### src/rtl/seq_pkg.sv
// Shared types and constants for the serializer / sequence-detector slice.
package seq_pkg;

    typedef enum logic [1:0] {
        IDLE  = 2'd0,
        SHIFT = 2'd1,
        GAP   = 2'd2
    } ser_state_t;

    localparam int   SER_WIDTH  = 8;
    localparam logic RST_ACTIVE = 1'b0;

endpackage

### src/rtl/bit_serializer.sv
// Parallel-to-serial front end: takes WIDTH-bit words over valid/ready and emits
// one registered bit per clock with bit_valid and a word_done pulse on the last bit.
module bit_serializer
    import seq_pkg::*;
#(
    parameter int WIDTH     = SER_WIDTH,
    parameter int MSB_FIRST = 1,
    parameter int IDLE_GAP  = 0
) (
    input  logic             clk,
    input  logic             rst,
    input  logic [WIDTH-1:0] in_data,
    input  logic             in_valid,
    output logic             in_ready,
    output logic             data_out,
    output logic             bit_valid,
    output logic             word_done,
    output logic             busy
);

    localparam int CNT_W = (WIDTH > 1) ? $clog2(WIDTH) : 1;
    localparam int GAP_W = (IDLE_GAP > 0) ? $clog2(IDLE_GAP + 1) : 1;
    localparam logic [CNT_W-1:0] LAST_CNT = CNT_W'(WIDTH - 1);
    localparam logic [GAP_W-1:0] GAP_LAST = GAP_W'(IDLE_GAP - 1);
    localparam logic BACK_TO_BACK = (IDLE_GAP == 0) ? 1'b1 : 1'b0;
    localparam logic SEND_MSB     = (MSB_FIRST != 0) ? 1'b1 : 1'b0;

    ser_state_t       state_q, state_d;
    logic [WIDTH-1:0] shift_q, shift_d;
    logic [CNT_W-1:0] cnt_q,   cnt_d;
    logic [GAP_W-1:0] gap_q,   gap_d;
    logic             data_q,  data_d;
    logic             valid_q, valid_d;
    logic             done_q,  done_d;
    logic             xfer_s;
    logic             load_s;

    // Handshake ready: IDLE, or the last bit of a word when words may abut.
    always_comb begin
        in_ready = 1'b0;
        if (rst == RST_ACTIVE) begin
            in_ready = 1'b0;
        end else if (state_q == IDLE) begin
            in_ready = 1'b1;
        end else if ((state_q == SHIFT) && (cnt_q == LAST_CNT)) begin
            in_ready = BACK_TO_BACK;
        end else begin
            in_ready = 1'b0;
        end
    end

    assign xfer_s = in_valid && in_ready;

    // Next-state logic for the FSM and the shift/count datapath.
    always_comb begin
        state_d = state_q;
        shift_d = shift_q;
        cnt_d   = cnt_q;
        gap_d   = gap_q;
        data_d  = 1'b0;
        valid_d = 1'b0;
        done_d  = 1'b0;
        load_s  = 1'b0;
        case (state_q)
            IDLE: begin
                load_s = xfer_s;
            end
            SHIFT: begin
                if (cnt_q != LAST_CNT) begin
                    cnt_d   = cnt_q + CNT_W'(1);
                    valid_d = 1'b1;
                    done_d  = (cnt_d == LAST_CNT);
                    if (SEND_MSB) begin
                        data_d  = shift_q[WIDTH-1];
                        shift_d = {shift_q[WIDTH-2:0], 1'b0};
                    end else begin
                        data_d  = shift_q[0];
                        shift_d = {1'b0, shift_q[WIDTH-1:1]};
                    end
                end else if (xfer_s) begin
                    load_s = 1'b1;
                end else if (IDLE_GAP > 0) begin
                    state_d = GAP;
                    gap_d   = {GAP_W{1'b0}};
                    cnt_d   = {CNT_W{1'b0}};
                end else begin
                    state_d = IDLE;
                    cnt_d   = {CNT_W{1'b0}};
                end
            end
            GAP: begin
                if (gap_q == GAP_LAST) begin
                    state_d = IDLE;
                    gap_d   = {GAP_W{1'b0}};
                end else begin
                    gap_d = gap_q + GAP_W'(1);
                end
            end
            default: begin
                state_d = IDLE;
            end
        endcase

        // A load puts the first send-order bit straight onto the output register.
        if (load_s) begin
            state_d = SHIFT;
            cnt_d   = {CNT_W{1'b0}};
            valid_d = 1'b1;
            done_d  = 1'b0;
            if (SEND_MSB) begin
                data_d  = in_data[WIDTH-1];
                shift_d = {in_data[WIDTH-2:0], 1'b0};
            end else begin
                data_d  = in_data[0];
                shift_d = {1'b0, in_data[WIDTH-1:1]};
            end
        end else begin
            load_s = 1'b0;
        end
    end

    // State and output registers with synchronous active-low reset.
    always_ff @(posedge clk) begin
        if (rst == RST_ACTIVE) begin
            state_q <= IDLE;
            shift_q <= {WIDTH{1'b0}};
            cnt_q   <= {CNT_W{1'b0}};
            gap_q   <= {GAP_W{1'b0}};
            data_q  <= 1'b0;
            valid_q <= 1'b0;
            done_q  <= 1'b0;
        end else begin
            state_q <= state_d;
            shift_q <= shift_d;
            cnt_q   <= cnt_d;
            gap_q   <= gap_d;
            data_q  <= data_d;
            valid_q <= valid_d;
            done_q  <= done_d;
        end
    end

    assign data_out  = data_q;
    assign bit_valid = valid_q;
    assign word_done = done_q;
    assign busy      = (state_q != IDLE);

endmodule

### config.mk
export PLATFORM = sky130hd
export DESIGN_NAME = bit_serializer
export DESIGN_NICKNAME = d
export VERILOG_FILES = /design/src/rtl/seq_pkg.sv /design/src/rtl/bit_serializer.sv
export SDC_FILE = /design/constraint.sdc
export NUM_CORES = 1
export LEC_CHECK = 0
export ABC_AREA = 1
export ABC_CLOCK_PERIOD_IN_PS = 1300
export CAP_MARGIN = 20
export CORE_AREA = 2 2 39 41
export DETAILED_ROUTE_END_ITERATION = 12
export DIE_AREA = 0 0 41 43
export DONT_BUFFER_PORTS = 1
export GPL_TIMING_DRIVEN = 0
export PLACE_DENSITY = 0.69
export REMOVE_ABC_BUFFERS = 1
export SLEW_MARGIN = 25
export SYNTH_ARGS = -nofsm -noshare
export SYNTH_HDL_FRONTEND = slang
export SYNTH_SLANG_ARGS = --single-unit
### constraint.sdc
create_clock -name clk -period 1.3 [get_ports clk]
set_input_delay 0.195 -clock clk [delete_from_list [all_inputs] [get_ports clk]]
set_output_delay 0.195 -clock clk [all_outputs]
set_load 0.02 [all_outputs]
==> results of run 1 <==
-- Yosys cell counts --
library cell	n
nand3_1	7
dfxtp_1	14
nand2_2	1
buf_6	1
ha_1	3
buf_4	2
inv_1	11
nand4_1	6
nor2_1	20
nand2_1	18
nor2_4	1
a21oi_1	7
or2_0	1
o21ai_2	1
clkbuf_1	1
-- worst max-delay path by stage --
stage / from / to / slack, ns / cells past startpoint
after global placement: cnt_q[1] / data_out / -0.26 / 6
final: cnt_q[1] / in_ready / -0.05 / 4
after global routing: cnt_q[1] / in_ready / -0.1 / 4
after floorplan: cnt_q[0] / shift_q[1] / -0.11 / 6
after CTS: cnt_q[0] / in_ready / -0.07 / 4
after detailed placement: cnt_q[0] / data_out / -0.30 / 6
-- layout make-up --
type	count	share of cell area, %
clock buffer	4	4.48
inverter	11	5.41
multi-input combinational	66	49.5
sequential	14	35.4
tap	16	2.47
timing repair buffer	3	2.78
-- cell families after synthesis --
kind of cell / count (synthesis) / share of synthesized area [%]
simple gates: 54 / 35.6
fa+ha+maj: 3 / 5.59
buf+inv: 15 / 10.6
flops: 14 / 41.7
compound gates: 8 / 6.52
-- sequential cells by signal (all words and copies together), names as in the netlist --
register   count
state_q        1
data_out       1
cnt_q          3
word_done      1
shift_q        7
bit_valid      1
-- power groups by stage --
stage          sequential (mW)  combinational, mW  clock, mW
2_1_floorplan            0.474             0.0678          0
3_5_place_dp             0.477             0.0834          0
5_1_grt                  0.474              0.125      0.345
4_1_cts                  0.469              0.103      0.331
3_3_place_gp             0.476             0.0816          0
6_report                 0.471              0.109      0.322
-- per-stage QoR --
step | instance area [µm²] | setup TNS (ns) | hold slack [ns] | total power, mW | util (%)
global route | 810 | -0.559 | 0.0744 | 0.943 | 58.5
global placement | 662 | -2.46 | 0.371 | 0.557 | 47.8
finish | 810 | -0.0451 | 0.0641 | 0.902 | 58.5
detailed placement | 662 | -2.88 | 0.371 | 0.560 | 47.8
floorplan | 642 | -0.761 | 0.358 | 0.542 | -
CTS | 774 | -0.0791 | 0.0565 | 0.904 | 56.0
-- layer usage --
metal  vias to the layer above  wire, µm  track usage (%)
met5                         -         0                0
met4                         0        25             12.0
met3                         4        57             3.14
met2                        19       702             28.7
met1                       273       600             21.1
li1                        306         -                -
-- cells in the final DEF, fill, tap and decap left out --
master,n
a21oi_1,7
buf_4,3
clkbuf_4,3
clkbuf_8,1
dfxtp_1,11
dfxtp_2,2
dfxtp_4,1
ha_1,1
ha_4,2
inv_1,10
inv_4,1
nand2_1,18
nand2_4,1
nand2_8,1
nand3_1,6
nand3_4,1
nand4_1,6
nor2_1,18
nor2_2,1
nor2_4,2
o21ai_4,1
or2_0,1
-- worst reg2reg max path, cell delays in order (launching register included) --
cell	delay, ns
dfxtp_2	0.34
ha_4	0.16
ha_4	0.17
nor2_4	0.12
buf_4	0.18
nand2_1	0.06
nand2_1	0.06
nor2_1	0.04
nor2_1	0.07
-- timing repair --
action | CTS | global route
endpoints found under the setup margin | 13 | 12
setup buffers | 3 | 0
pin swaps | 3 | 6
gates cloned | 0 | 1
gates resized for setup | 13 | 5
==> flow_summary_export.csv, run 1 <==
group,metric,value,unit
hold_path,min_to,"shift_q[1]",
hold_path,hold_depth,2,
clock_tree,cts_num_sinks,14,
cells_and_area,diodes,0,
sta,rsz0062_at_grt,"true",
clock_tree,ctsHoldBuffers,0,
critical_path,worstPathArrival,1.15,ns
power_and_ir_drop,p_comb_share,12.1,%
place,detailedPlace.worstSlack,-0.298,ns
power_and_ir_drop,p_per_area,1110,nW/µm²
hold_path,hold_path_class,"primary input to flop",
synth,yosys_warnings,0,
critical_path,reg2reg_to,"shift_q[2]",
clock_tree,cts_max_path_buffers,2,
power_and_ir_drop,seq_power_share,52.2,%
run_status,violations,"negative setup slack",
die,dieArea,1760,µm²
sta,setup_slack,-0.0451,ns
cells_and_area,fillers,136,
synth,syn-mean-instance-area,7.15,µm²
sta,finalHoldViolCount,0,
global_routing,antenna_found_initial,0,
sta,fin_skew,0.00135,ns
sta,min_period,1.35,ns
cells_and_area,drive_gt1_share,20.4,%
clock_tree,path_clk_slew,0.09,ns
critical_path,reg2reg_depth,8,
place,place_hpwl,900,µm
synth,synth_cells,94,
critical_path,start_kind,"flop",
synth,yosysTopAreaCellShare,41.7,%
cells_and_area,layout.area.seq,287,µm²
sta,worstMarginPinSlew,0.447,ns
die,die_width,41,µm
clock_tree,h-tree-depth,1,
critical_path,worstPathMaxFanout,3,
route,wl,1.39,mm
cells_and_area,multi_input_area,400,µm²
route,viasPerCell,5.28,
critical_path,crit_family,"flip-flops",
sta,min_period_over_period,103,%
cells_and_area,area_growth,20.5,%
route,num_vias,602,
route,drt_iter0_drc,10,
synth,syn_area,672,µm²
clock_tree,cts_tree,"yes",
power_and_ir_drop,p_switching,0.240,mW
global_routing,grt_first_pass_wirelength,2.11,mm
sta,setup_viol,1,
hold_path,worstHoldStart,"in_data[0]",
critical_path,cpPeakStageDelay,0.34,ns
clock_tree,cts_inserted_buffers,3,
place,gp_congestion,0.752,
route,antenna_left,0,
place,place_inst,106,
clock_tree,root_buffer,"clkbuf_4",
sta,maxSlewHeadroom,70.2,%
cells_and_area,final_cells,114,
die,fp.dieH,43,µm
power_and_ir_drop,p_int,0.662,mW
critical_path,end_kind,"primary output",
sta,fmax,743,MHz
critical_path,criticalPathCategory,"flop to primary output",
run,maxCapViolCount,0,
die,io_pins,16,
route,drt-pass1-iter-count,4,
global_routing,grt_max_degree,13,
global_routing,grt_pass1_vias,521,
cells_and_area,final_nets,113,
synth,yosysSeqAreaShare,41.7,%
place,portBuffers,0,
synth,synth_top_area_cell,"dfxtp_1",
synth,synth_cell_types,15,
critical_path,path_buf_inv,0,
critical_path,reg2reg_from,"cnt_q[1]",
sta,slew_viol_final,0,
die,start_util,48.6,%
synth,ys_ff_latch,14,
power_and_ir_drop,ir_drop,535,µV
global_routing,grt_usage,18.2,%
power_and_ir_drop,clockPowerShare,35.7,%
route,wire_per_inst,12.2,µm
power_and_ir_drop,switching_share,26.6,%
critical_path,path_cells,"ha_4, ha_4, nor2_4, nor2_4",
critical_path,cp.required,1.11,ns
power_and_ir_drop,p_leak,0.322,nW
synth,yosys-top-cells-area,"dfxtp_1 42%, nor2_1 11%, nand2_1 10%, inv_1 6.1%, ha_1 5.6%",
clock_tree,clock_latency,0.28,ns
die,fp.coreArea,1380,µm²
global_routing,overflow,0,
critical_path,cp_slowest_cell,"dfxtp_2",
run_status,status,"finished, violations left",
route,drcViolationCount,0,
critical_path,r2r_setup_slack,0.03,ns
die,rows,14,
No activity file was read; power rests on OpenSTA's default activity.
==> run 2: changes to the inputs <==
--- a/config.mk
+++ b/config.mk
@@ -6,7 +6,6 @@
 export NUM_CORES = 1
 export LEC_CHECK = 0
 export ABC_AREA = 1
-export ABC_CLOCK_PERIOD_IN_PS = 1300
 export CAP_MARGIN = 20
 export CORE_AREA = 2 2 39 41
 export DETAILED_ROUTE_END_ITERATION = 12
@@ -15,7 +14,7 @@
 export GPL_TIMING_DRIVEN = 0
 export PLACE_DENSITY = 0.69
 export REMOVE_ABC_BUFFERS = 1
-export SLEW_MARGIN = 25
+export SLEW_MARGIN = 40
 export SYNTH_ARGS = -nofsm -noshare
 export SYNTH_HDL_FRONTEND = slang
 export SYNTH_SLANG_ARGS = --single-unit
==> constraint.sdc (replaced) <==
create_clock -name clk -period 1.3 [get_ports clk]
set_input_delay 0.26 -clock clk [delete_from_list [all_inputs] [get_ports clk]]
set_output_delay 0.26 -clock clk [all_outputs]
set_load 0.02 [all_outputs]
==> run 2 against run 1 <==
The run still ends with negative setup slack left. Utilization decreased by 1.2 points. Power rose by 0.15%. Maximum frequency fell by 4.3%. Sequential share of layout area up 0.41 points. Hold slack better by 0.065 ns. Final cell count stayed put. Register-to-register slack got worse by 0.03 ns.
==> flow_summary_export.csv, run 2 (same netlist as run 1, synthesis figures left out) <==
group,metric,value,unit
run_status,status,"finished, violations left",
run_status,violations,"negative setup slack",
sta,fin_skew,0.00461,ns
clock_tree,cts_num_sinks,14,
cells_and_area,area_growth,18.1,%
critical_path,cp.required,1.04,ns
cells_and_area,multi_input_area,389,µm²
global_routing,grt_max_degree,13,
route,drcViolationCount,0,
global_routing,overflow,0,
cells_and_area,diodes,0,
route,viasPerCell,5.18,
cells_and_area,final_cell_mix,"19 x nor2_1, 16 x nand2_1, 11 x dfxtp_1",
power_and_ir_drop,finalPower,0.904,mW
sta,rsz0062_at_grt,"true",
sta,fmax,711,MHz
cells_and_area,largest_reg_flops,7,
route,antenna_left,0,
die,start_util,48.6,%
clock_tree,cts_tree,"yes",
critical_path,worstPathArrival,1.15,ns
sta,slew_viol_final,0,
power_and_ir_drop,clockPowerShare,36.1,%
die,fp.dieH,43,µm
global_routing,antenna_found_initial,0,
sta,min_period,1.41,ns
sta,maxSlewHeadroom,69.4,%
cells_and_area,drive_gt1_share,21.4,%
critical_path,start_kind,"flop",
sta,min_period_over_period,108,%
cells_and_area,final_common_cell,"nor2_1",
power_and_ir_drop,seq_power_share,52.0,%
critical_path,path_cells,"ha_4, ha_4, nor2_4, nor2_4",
route,wl_met1,607,µm
route,drt_iter0_drc,15,
sta,finalHoldViolCount,0,
route,dr.max_layer_used,"met4",
cells_and_area,final_nets,113,
route,met3_length,52,µm
die,rows,14,
global_routing,grt_pass1_vias,538,
cells_and_area,fillers,141,
cells_and_area,layout.area.seq,284,µm²
clock_tree,clock_latency,0.29,ns
die,io_pins,16,
clock_tree,h-tree-depth,1,
route,drt-pass1-iter-count,4,
clock_tree,root_buffer,"clkbuf_4",
power_and_ir_drop,ir_drop,529,µV
sta,worstMarginPinSlew,0.458,ns
route,wl_met2,681,µm
clock_tree,cts_max_path_buffers,2,
clock_tree,cts_inserted_buffers,3,
place,place_hpwl,900,µm
critical_path,end_kind,"primary output",
place,portBuffers,0,
place,gp_congestion,0.752,
route,wire_per_inst,12.0,µm
die,die_width,41,µm
cells_and_area,top_register,"shift_q",
place,place_area,662,µm²
global_routing,grt_first_pass_wirelength,2.17,mm
sta,setup_viol,1,
route,num_vias,590,
power_and_ir_drop,p_leak,0.319,nW
route,wl,1.37,mm
cells_and_area,largestRegisters,"shift_q: 7 flops, cnt_q: 3 flops",
cells_and_area,final_cell_area,793,µm²
critical_path,cpPeakStageDelay,0.35,ns
hold_path,hold_path_class,"primary input to flop",
power_and_ir_drop,p_switching,0.243,mW
critical_path,worstPathMaxFanout,3,
power_and_ir_drop,switching_share,26.9,%
die,fp.coreArea,1380,µm²
global_routing,grt_usage,18.7,%
power_and_ir_drop,p_comb_share,11.8,%
critical_path,criticalPathCategory,"flop to primary output",
power_and_ir_drop,p_per_area,1140,nW/µm²
die,dieArea,1760,µm²
critical_path,cp_slowest_cell,"dfxtp_2",
clock_tree,path_clk_slew,0.09,ns
power_and_ir_drop,p_int,0.661,mW
sta,setup_slack,-0.106,ns
run,maxCapViolCount,0,
## run 2: changes by cell type in the layout (fill, tap and decap cells not counted)
| cell | previous run | this run |
|---|---|---|
| dfxtp_2 | 2 | 3 |
| dfxtp_4 | 1 | 0 |
| inv_2 | 0 | 1 |
| inv_4 | 1 | 0 |
| nand2_1 | 18 | 16 |
| nand2_2 | 0 | 3 |
| nand2_8 | 1 | 0 |
| nor2_1 | 18 | 19 |
| nor2_2 | 1 | 0 |
## run 2: cell type report
cell class | count | area share [%]
clock buffer | 4 | 4.57
inverter | 11 | 5.21
multi-input combinational | 66 | 49.1
sequential | 14 | 35.8
tap | 16 | 2.52
timing repair buffer | 3 | 2.84
## run 2: repair_timing
item,in CTS,in global routing
cloned,1,0
hold buffers,0,0
pin swaps,2,7
setup buffers,3,0
setup endpoints to repair,13,13
gates resized for setup,12,4
## run 2: worst max-delay path, delay by kind of cell, from the launching register on
family	cells	cell delay (ns)
DFF	1	0.35
adders and majority gates	2	0.32
and+or+nand+nor	2	0.19
## run 2: routing by layer
| layer | vias to the layer above | global-route usage (%) |
|---|---|---|
| met3 | 4 | 3.14 |
| li1 | 307 | - |
| met4 | 0 | 12.0 |
| met2 | 13 | 29.7 |
| met1 | 266 | 21.7 |
| met5 | - | 0 |
## run 2: worst paths after layout
path,slack (ns),end,cells after the start,from
min reg2reg,0.48,data_out,2,shift_q[7]
min,0.13,shift_q[1],2,in_data[0]
max,-0.11,in_ready,4,cnt_q[1]
max reg2reg,0,shift_q[4],8,cnt_q[1]
## run 2: power by group through the flow
stage / Combinational [mW] / Clock, mW / Sequential (mW)
global route: 0.122 / 0.344 / 0.473
finish: 0.107 / 0.327 / 0.470
global placement: 0.0816 / 0 / 0.476
floorplan: 0.0678 / 0 / 0.474
detailed placement: 0.0834 / 0 / 0.477
CTS: 0.104 / 0.331 / 0.470
## run 2: stage by stage
stage	util, %	hold WS, ns	setup TNS (ns)	cells	setup slack (ns)
2_1_floorplan	-	0.423	-0.803	90	-0.109
3_3_place_gp	47.8	0.436	-2.52	106	-0.260
3_5_place_dp	47.8	0.436	-2.95	106	-0.298
4_1_cts	56.4	0.122	-0.542	114	-0.127
5_1_grt	57.3	0.131	-0.793	114	-0.151
6_report	57.3	0.129	-0.106	114	-0.106
